==> src/rtl/sfu_drain_pkg.sv <==
// Shared definitions for the SFU read-out path: drain FSM encoding and the
// requantize width defaults that the SFU side also builds against.
package sfu_drain_pkg;

    localparam int SFU_BW       = 4;
    localparam int SFU_PSUM_BW  = 16;
    localparam int SFU_INPUT_CH = 16;
    localparam int SFU_SHIFT    = 4;
    localparam int SFU_ADDR_BW  = 11;

    typedef enum logic [1:0] {
        IDLE  = 2'd0,
        DRAIN = 2'd1,
        FLUSH = 2'd2,
        WRITE = 2'd3
    } drain_state_t;

endpackage

==> src/rtl/sfu_drain_if.sv <==
// Bundle between the drain block, the SFU read port and the output-activation SRAM
// write port. master = drain block, slave = its surroundings.
interface sfu_drain_if #(
    parameter int bw       = sfu_drain_pkg::SFU_BW,
    parameter int psum_bw  = sfu_drain_pkg::SFU_PSUM_BW,
    parameter int input_ch = sfu_drain_pkg::SFU_INPUT_CH,
    parameter int addr_bw  = sfu_drain_pkg::SFU_ADDR_BW
);

    logic                     start;
    logic                     busy;
    logic                     done;
    logic                     out_en;
    logic [psum_bw-1:0]       psum_out;
    logic                     mem_wen;
    logic [addr_bw-1:0]       mem_addr;
    logic [input_ch*bw-1:0]   mem_wdata;

    modport master (
        input  start, psum_out,
        output out_en, mem_wen, mem_addr, mem_wdata, busy, done
    );

    modport slave (
        output start, psum_out,
        input  out_en, mem_wen, mem_addr, mem_wdata, busy, done
    );

endinterface

==> src/rtl/sfu_drain_requant.sv <==
// Requantizer for one SFU psum: arithmetic right shift, then unsigned saturation
// to bw bits. Negative inputs clamp to zero.
module sfu_requant
    import sfu_drain_pkg::*;
#(
    parameter int psum_bw = SFU_PSUM_BW,
    parameter int bw      = SFU_BW,
    parameter int shift   = SFU_SHIFT
) (
    input  logic signed [psum_bw-1:0] psum,
    output logic        [bw-1:0]      q
);

    function automatic logic [bw-1:0] requant_sat(input logic signed [psum_bw-1:0] v);
        logic signed [psum_bw-1:0] shifted;
        logic        [bw-1:0]      res;
        shifted = v >>> shift;
        if (v[psum_bw-1])
            res = '0;
        else if (|shifted[psum_bw-1:bw])
            res = '1;
        else
            res = shifted[bw-1:0];
        return res;
    endfunction

    assign q = requant_sat(psum);

endmodule

==> src/rtl/sfu_drain.sv <==
// Drains one row of the SFU accumulator bank: bursts out_en, captures the returned
// psums, requantizes and packs them, and writes the row to the output SRAM.
module sfu_drain
    import sfu_drain_pkg::*;
#(
    parameter int bw       = SFU_BW,
    parameter int psum_bw  = SFU_PSUM_BW,
    parameter int input_ch = SFU_INPUT_CH,
    parameter int shift    = SFU_SHIFT,
    parameter int addr_bw  = SFU_ADDR_BW
) (
    input  logic        clk,
    input  logic        reset_n,
    sfu_drain_if.master bus
);

    localparam int                 IDX_W    = (input_ch > 1) ? $clog2(input_ch) : 1;
    localparam logic [IDX_W-1:0]   LAST_IDX = IDX_W'(input_ch - 1);
    localparam logic [IDX_W-1:0]   IDX_ONE  = 1;
    localparam logic [addr_bw-1:0] ADDR_ONE = 1;

    drain_state_t           state, state_nxt;
    logic [IDX_W-1:0]       en_cnt;
    logic [IDX_W-1:0]       cap_idx;
    logic                   out_en_r;
    logic                   vld_p1;
    logic                   wen_r;
    logic                   busy_r;
    logic [addr_bw-1:0]     mem_addr_r;
    logic [input_ch*bw-1:0] pack_r;
    logic [input_ch*bw-1:0] pack_nxt;
    logic [input_ch*bw-1:0] wdata_r;
    logic [bw-1:0]          q_p1;

    sfu_requant #(
        .psum_bw (psum_bw),
        .bw      (bw),
        .shift   (shift)
    ) u_requant (
        .psum (bus.psum_out),
        .q    (q_p1)
    );

    always_comb begin
        state_nxt = state;
        case (state)
            IDLE:    if (bus.start) state_nxt = DRAIN;
            DRAIN:   if (en_cnt == LAST_IDX) state_nxt = FLUSH;
            FLUSH:   state_nxt = WRITE;
            WRITE:   state_nxt = IDLE;
            default: state_nxt = IDLE;
        endcase
    end

    // p1 stage: psum_out arrives one cycle after out_en, so the slot index follows vld_p1
    always_comb begin
        pack_nxt = pack_r;
        if (vld_p1)
            pack_nxt[cap_idx*bw +: bw] = q_p1;
    end

    always_ff @(posedge clk or negedge reset_n) begin
        if (!reset_n) begin
            state      <= IDLE;
            out_en_r   <= 1'b0;
            vld_p1     <= 1'b0;
            wen_r      <= 1'b0;
            busy_r     <= 1'b0;
            en_cnt     <= '0;
            cap_idx    <= '0;
            mem_addr_r <= '0;
            pack_r     <= '0;
            wdata_r    <= '0;
        end else begin
            state    <= state_nxt;
            out_en_r <= (state_nxt == DRAIN);
            vld_p1   <= out_en_r;
            wen_r    <= (state_nxt == WRITE);
            busy_r   <= (state_nxt != IDLE);

            if (state == DRAIN)
                en_cnt <= (en_cnt == LAST_IDX) ? '0 : en_cnt + IDX_ONE;
            else
                en_cnt <= '0;

            if (vld_p1)
                cap_idx <= (cap_idx == LAST_IDX) ? '0 : cap_idx + IDX_ONE;

            pack_r <= pack_nxt;

            // Last capture lands in the same edge that enters WRITE, so latch the merged row
            if (state == FLUSH)
                wdata_r <= pack_nxt;

            if (state == WRITE)
                mem_addr_r <= mem_addr_r + ADDR_ONE;
        end
    end

    assign bus.out_en    = out_en_r;
    assign bus.mem_wen   = wen_r;
    assign bus.done      = wen_r;
    assign bus.busy      = busy_r;
    assign bus.mem_addr  = mem_addr_r;
    assign bus.mem_wdata = wdata_r;

endmodule

==> src/flat_wrapper.sv <==
// flat-port wrapper written by rule: the top's interface ports become plain ports
module sfu_drain_flat import sfu_drain_pkg::*;
#(
    parameter int bw       = SFU_BW,
    parameter int psum_bw  = SFU_PSUM_BW,
    parameter int input_ch = SFU_INPUT_CH,
    parameter int shift    = SFU_SHIFT,
    parameter int addr_bw  = SFU_ADDR_BW
)
  (clk, reset_n, bus_start, bus_psum_out, bus_out_en, bus_mem_wen, bus_mem_addr, bus_mem_wdata, bus_busy, bus_done);
  sfu_drain_if #(.bw(bw), .psum_bw(psum_bw), .input_ch(input_ch), .addr_bw(addr_bw)) bus_i ();
  input  logic clk;
  input  logic reset_n;
  input wire logic [$bits(bus_i.start)-1:0] bus_start;
  input wire logic [$bits(bus_i.psum_out)-1:0] bus_psum_out;
  output wire logic [$bits(bus_i.out_en)-1:0] bus_out_en;
  output wire logic [$bits(bus_i.mem_wen)-1:0] bus_mem_wen;
  output wire logic [$bits(bus_i.mem_addr)-1:0] bus_mem_addr;
  output wire logic [$bits(bus_i.mem_wdata)-1:0] bus_mem_wdata;
  output wire logic [$bits(bus_i.busy)-1:0] bus_busy;
  output wire logic [$bits(bus_i.done)-1:0] bus_done;
  assign bus_i.start = bus_start;
  assign bus_i.psum_out = bus_psum_out;
  assign bus_out_en = bus_i.out_en;
  assign bus_mem_wen = bus_i.mem_wen;
  assign bus_mem_addr = bus_i.mem_addr;
  assign bus_mem_wdata = bus_i.mem_wdata;
  assign bus_busy = bus_i.busy;
  assign bus_done = bus_i.done;
  sfu_drain #(.bw(bw), .psum_bw(psum_bw), .input_ch(input_ch), .shift(shift), .addr_bw(addr_bw)) u_core (.clk(clk), .reset_n(reset_n), .bus(bus_i));
endmodule
==> config.mk <==
export PLATFORM = sky130hd
export DESIGN_NAME = sfu_drain_flat
export DESIGN_NICKNAME = d
export VERILOG_FILES = /design/src/rtl/sfu_drain_pkg.sv /design/src/rtl/sfu_drain_if.sv /design/src/rtl/sfu_drain_requant.sv /design/src/rtl/sfu_drain.sv /design/src/flat_wrapper.sv
export SDC_FILE = /design/constraint.sdc
export NUM_CORES = 1
export LEC_CHECK = 0
export ABC_AREA = 1
export CORE_MARGIN = 4
export CORE_UTILIZATION = 24
export CTS_CLUSTER_SIZE = 10
export DETAILED_ROUTE_END_ITERATION = 8
export DONT_BUFFER_PORTS = 1
export PLACE_DENSITY_LB_ADDON = 0.25
export SLEW_MARGIN = 20
export SYNTH_ARGS = -nofsm -noshare
export SYNTH_HDL_FRONTEND = slang
export SYNTH_SLANG_ARGS = --single-unit
==> constraint.sdc <==
create_clock -name clk -period 5.76 [get_ports clk]
set_input_delay 1.152 -clock clk [delete_from_list [all_inputs] [get_ports clk]]
set_output_delay 1.152 -clock clk [all_outputs]
set_load 0.05 [all_outputs]
Word-level counts from Yosys, hierarchy flattened. Index checks and enable logic that the tools add are counted.

Flip-flop bits (word level): 153. Input bits: 19. Output and inout bits: 79. Word-level logic and storage cells: 36.

Add/sub/neg operators: 4. Reduce and logical (&&, ||, !) cells: 3. Mux-type cells: 10. Shift operators: 2. Equality and inequality tests: 7.

Operator list (count): $bwmux W64 (1); $mux W64 (1); $shift A4 B34 Y64 const A (1); $shiftx A4 B34 Y64 (1); $neg A6 Y34 (1); $mux W4 (5); $add A11 B1 Y11 const B (1); $add A4 B1 Y4 const B (2); $eq A4 B4 Y1 const B (2); $pmux W2 S4 (1); $reduce_or A8 Y1 (1); $eq A2 B2 Y1 const B (3); $eq A2 B1 Y1 const B (2); $mux W2 (2); $logic_not A2 Y1 (1); $reduce_bool A2 Y1 (1).

Logic depth before layout (Yosys ltp).
Word-level depth: 6. Gate-level depth with buffers: 14. Mapped depth without buffers: 13.

Modules after synthesis. From an unflattened synthesis, not the netlist that was laid out.

Cell total of the unflattened synthesis: 826. Area, all modules: 6922.9 um2.

By module, submodules not included: sfu_drain (cells an instance 811, area each 6859.1 um2, seq. area each 3828.7 um2, instances 1); sfu_requant (cells an instance 15, area each 63.8 um2, seq. area each 0.0 um2, instances 1).

Worst setup path after synthesis. OpenSTA, ideal clock, no wires.

Path type: input port to flip-flop. Start point: input bus_psum_out[14]. End point: register u_core.pack_r[61]. Slack: 3.576 ns. Required time: 5.641 ns. Stages on the path: 9. Arrival: 2.064 ns. Library setup time: 0.119 ns. Path buffers: 0. Cells stage by stage: nor2_1 > nand2_1 > nor2_1 > nand2_1 > nand3_1 > inv_1 > nand2_1 > nand2_1 > and2_1.

Longest elaborated chain between the ends: 6.

RTL lines: start: declaration (line flat_wrapper.sv:15) `input wire logic [$bits(bus_i.psum_out)-1:0] bus_psum_out;`; $reduce_or A8 Y1 (line sfu_drain_requant.sv:20) `else if (|shifted[psum_bw-1:bw])`; $mux W4 (line sfu_drain_requant.sv:20); $mux W4 (line sfu_drain_requant.sv:18) `if (v[psum_bw-1])`; $shiftx A4 B34 Y64 (line sfu_drain.sv:59) `pack_nxt[cap_idx*bw +: bw] = q_p1;`; $bwmux W64 (line sfu_drain.sv:59); $mux W64 (line sfu_drain.sv:58) `if (vld_p1)`; net u_core.pack_nxt[61] (line sfu_drain.sv:31) `logic [input_ch*bw-1:0] pack_nxt;`; end signal: assignment (line sfu_drain.sv:89) `pack_r <= pack_nxt;`; end: declaration (line sfu_drain.sv:30) `logic [input_ch*bw-1:0] pack_r;`.

The timed path passes the listed nets, and every way through them passes these cells. A chain may end at the register's enable or synchronous reset.

Worst setup path after layout.
Start point: register u_core.cap_idx[0]. End point: register u_core.wdata_r[59] (netlist: u_core.bus.mem_wdata[59]).

Longest elaborated chain between the ends: 4. Elaborated cells between the ends (all ways): 5. Those cells by class: 1 x add/sub; 2 x shift; 2 x mux.

RTL lines: start: declaration (line sfu_drain.sv:24) `logic [IDX_W-1:0] cap_idx;`; start signal: assignment (line sfu_drain.sv:87) `cap_idx <= (cap_idx == LAST_IDX) ? '0 : cap_idx + IDX_ONE;`; $neg A6 Y34 * (line sfu_drain.sv:59); $shiftx A4 B34 Y64 / $shift A4 B34 Y64 (equally long branches) (line sfu_drain.sv:59); $bwmux W64 * (line sfu_drain.sv:59); $mux W64 * (line sfu_drain.sv:58); net u_core.pack_nxt[59] (line sfu_drain.sv:31); end signal: assignment (line sfu_drain.sv:93) `wdata_r <= pack_nxt;`; end: declaration (line sfu_drain.sv:32) `logic [input_ch*bw-1:0] wdata_r;`.

Mark *: on every way through the listed nets, which the timed path passes. The rest lies on a longest branch.

==> results by group <==
Global routing
  • Congestion Overflow GR: 0
  • Tot GR Track Use: 0.112
  • Largest net degree at the start of global routing: 154
  • Vias in the first global route: 4,830
  • First-pass GRT wire length: 27,000 um
  • Initial antenna violation count: 0

Place
  • Pre-CTS setup slack: 2.98 ns
  • GPL Wtd Cong: 0.815
  • Buffers on Ports: 0
  • Dpl hpwl: 11,200 um

Die
  • Die X: 176 um
  • FP Rows: 61
  • Die Ht: 176 um
  • CORE AREA: 27,900 sq um
  • Die ar.: 31,100 sq um
  • Initial core utilization: 0.244
  • I/O pins: 98

Critical path
  • Worst r2r path cells: 13
  • RR Startpoint: u_core.cap_idx[0]$_DFFE_PN0P_
  • RR Endpoint: u_core.bus.mem_wdata[59]$_DFFE_PN0P_
  • Setup Crit Path Kind: reg2reg
  • Arrival @ worst endpoint: 3.16 ns
  • Critical Path RT: 6.12 ns
  • Worst path slowest cell: dfrtp_1
  • CP Max Fanout: 16
  • Crit-path max cell delay: 0.70 ns
  • Worst path cell trace: inv_2, nand2_1, inv_1, ha_1, inv_1, nand2_1, nor2_2, nand4_1, nor2_1, nand2_1, nand2_1, nand2_1, nand2_1
  • Worst Setup Start Kind: flip-flop
  • Critical Path Sink Type: flip-flop
  • Worst path most repeated cell: nand2_1
  • Worst R2R Setup Slack: 2.96 ns

STA
  • Crit path time final: 2.80 ns
  • Slew Viols, Final: 0
  • Post-route clock skew: 0.00940 ns
  • Final worst setup slack: 2.96 ns
  • Fmax: 357 MHz
  • Final setup vio count: 0
  • Final hold vios: 0
  • Worst Hold Slack: 0.426 ns
  • Period utilization: 0.486
  • Unrepaired setup endpoints after global routing: no
  • Max-slew headroom: 0.420
  • Slew @ Worst Pin: 0.870 ns
  • Setup_tns: 0 ns

Final layout
  • Fillcell total: 2,964
  • Layout cells sized above 1: 0.103
  • Final Util: 0.280
  • Most common cell after layout, fill and taps aside: nand2_1
  • Most frequent cells in the layout: nand2_1 (277), dfrtp_1 (153), inv_1 (81)
  • Antenna Cells: 0
  • # nets final: 797
  • Area growth, synth to finish: 15.0%

Power and ir drop
  • Max IR drop VDD: 0.000232 V
  • Pwr Density: 618 nW/um^2
  • Tot Pwr: 4830 uW
  • Lkg Pwr: 0.00383 uW

Synthesis
  • Synth Instances: 770
  • Count of cell types in the netlist: 36
  • Synth Flop Type: dfrtp_1
  • Seq cells post-synth: 153
  • Avg Cell Area, Syn: 8.82 sq um
  • Mapped cell area: 6790 sq um
  • Post-synth EDFFs: 0
  • Post-Syn Nets: 794
  • Synth warn: 0
  • Register area share after synthesis: 0.564
  • Asr flop ratio synth: 1.00

Routing
  • WL/cell: 14.4 um
  • DR vias: 4,733
  • Via density per instance: 4.07
  • Iter 0 DRT Violations: 226
  • DRT Pass-1 Iters: 4
  • ANT nets after route: 0
  • Post-Route WL: 16,700 um
  • DRC viols: 0

Clocking
  • Hold-fix buffers, CTS: 0
  • Clock sink count: 153
  • Post-cts resize count: 0
  • H-tree depth: 4
  • Clk Latency, worst-skew pair: 0.42 ns
  • Root buf cell: clkbuf_16
  • Post-CTS Setup Repair Bufs: 0
  • Max Root-Sink Buffers: 2
  • CTS tree: yes
  • Worst-path clk slew: 0.07 ns
  • TritonCTS buffer count: 17

Min path
  • Hold WC Path Type: in2async

Job
  • # Max-Cap Violations: 0

Status
  • Status: completed
==> layout make-up <==
type,instances,area (sq um),share of cell area
clock buffers,18,439,0.0562
clock inverters,14,158,0.0202
flip-flops and latches,153,3830,0.490
well taps,378,473,0.0605
inverters,89,334,0.0428
multi-input cells,510,2560,0.328
repair buffers,2,15.0,0.00192
==> kinds of logic after synthesis <==
kind of cell | after synthesis | share of synthesized area
AO/OA/AOI/OAI | 45 | 0.0425
XOR/XNOR | 11 | 0.0142
adder cells (fa/ha/maj) | 5 | 0.00921
buffers and inverters | 107 | 0.0602
flip-flops | 153 | 0.564
multiplexers | 2 | 0.00313
AND/OR/NAND/NOR | 447 | 0.307
==> metrics by stage <==
step | instances | area (sq um)
6_report | 1164 | 7810
5_1_grt | 1164 | 7810
4_1_cts | 1164 | 7810
3_5_place_dp | 1132 | 7210
3_3_place_gp | 1132 | 7210
2_1_floorplan | 770 | 6790
==> synth_stat cells, types with 6 or more instances <==
library cell  number  area [sq um]
xor2_1             6          52.6
o21ai_0           19          95.1
and2_1            34           213
nand2_1          277          1040
nand3_1           77           385
o21ai_2            8          70.1
inv_1             81           304
nor2_1            21          78.8
dfrtp_1          153          3830
a21boi_1           6          45.0
clkbuf_1          14          52.6
nor2_2            11          68.8
nand4_1            6          37.5
inv_2              7          26.3
==> worst max path at each step <==
stage	start	end	slack (ns)	depth (start not counted)
after floorplan	bus_psum_out[14]	u_core.pack_r[61]$_DFF_PN0_	3.58	9
after global placement	u_core.cap_idx[0]$_DFFE_PN0P_	u_core.bus.mem_wdata[59]$_DFFE_PN0P_	2.98	13
after detailed placement	u_core.cap_idx[0]$_DFFE_PN0P_	u_core.bus.mem_wdata[59]$_DFFE_PN0P_	2.98	13
after CTS	u_core.cap_idx[0]$_DFFE_PN0P_	u_core.bus.mem_wdata[59]$_DFFE_PN0P_	2.93	13
after global routing	u_core.cap_idx[0]$_DFFE_PN0P_	u_core.bus.mem_wdata[59]$_DFFE_PN0P_	2.62	13
final	u_core.cap_idx[0]$_DFFE_PN0P_	u_core.bus.mem_wdata[59]$_DFFE_PN0P_	2.96	13
==> critical path: cells and delay by family, from the launching register on <==
| family | cells | cell delay [ns] |
|---|---|---|
| adders and majority gates | 1 | 0.17 |
| buffers and inverters | 3 | 0.51 |
| DFF | 1 | 0.70 |
| and+or+nand+nor | 9 | 1.36 |
==> per-layer routing <==
metal,vias to the layer above,global-route usage,part of all wire
met1,2223,0.146,0.46
met3,16,0.0420,0.070
met4,0,0.0364,0.015
met2,89,0.173,0.45
li1,2405,-,-
met5,-,0,0
==> flip-flops by register name, summed over array words and instances (netlist names) <==
register / count
u_core.bus.mem_addr: 11
u_core.bus.busy: 1
u_core.bus.mem_wdata: 64
u_core.cap_idx: 4
u_core.vld_p1: 1
u_core.bus.done: 1
u_core.state: 2
u_core.en_cnt: 4
u_core.bus.out_en: 1
u_core.pack_r: 64
==> report_power, final <==
part | internal, uW | leakage [uW] | total (uW) | switching, uW
registers | 1480 | 0.00181 | 2300 | 819
clock network | 660 | 0.000290 | 1140 | 483
logic | 478 | 0.00173 | 1380 | 906
Power figures use the tool's default switching activity.
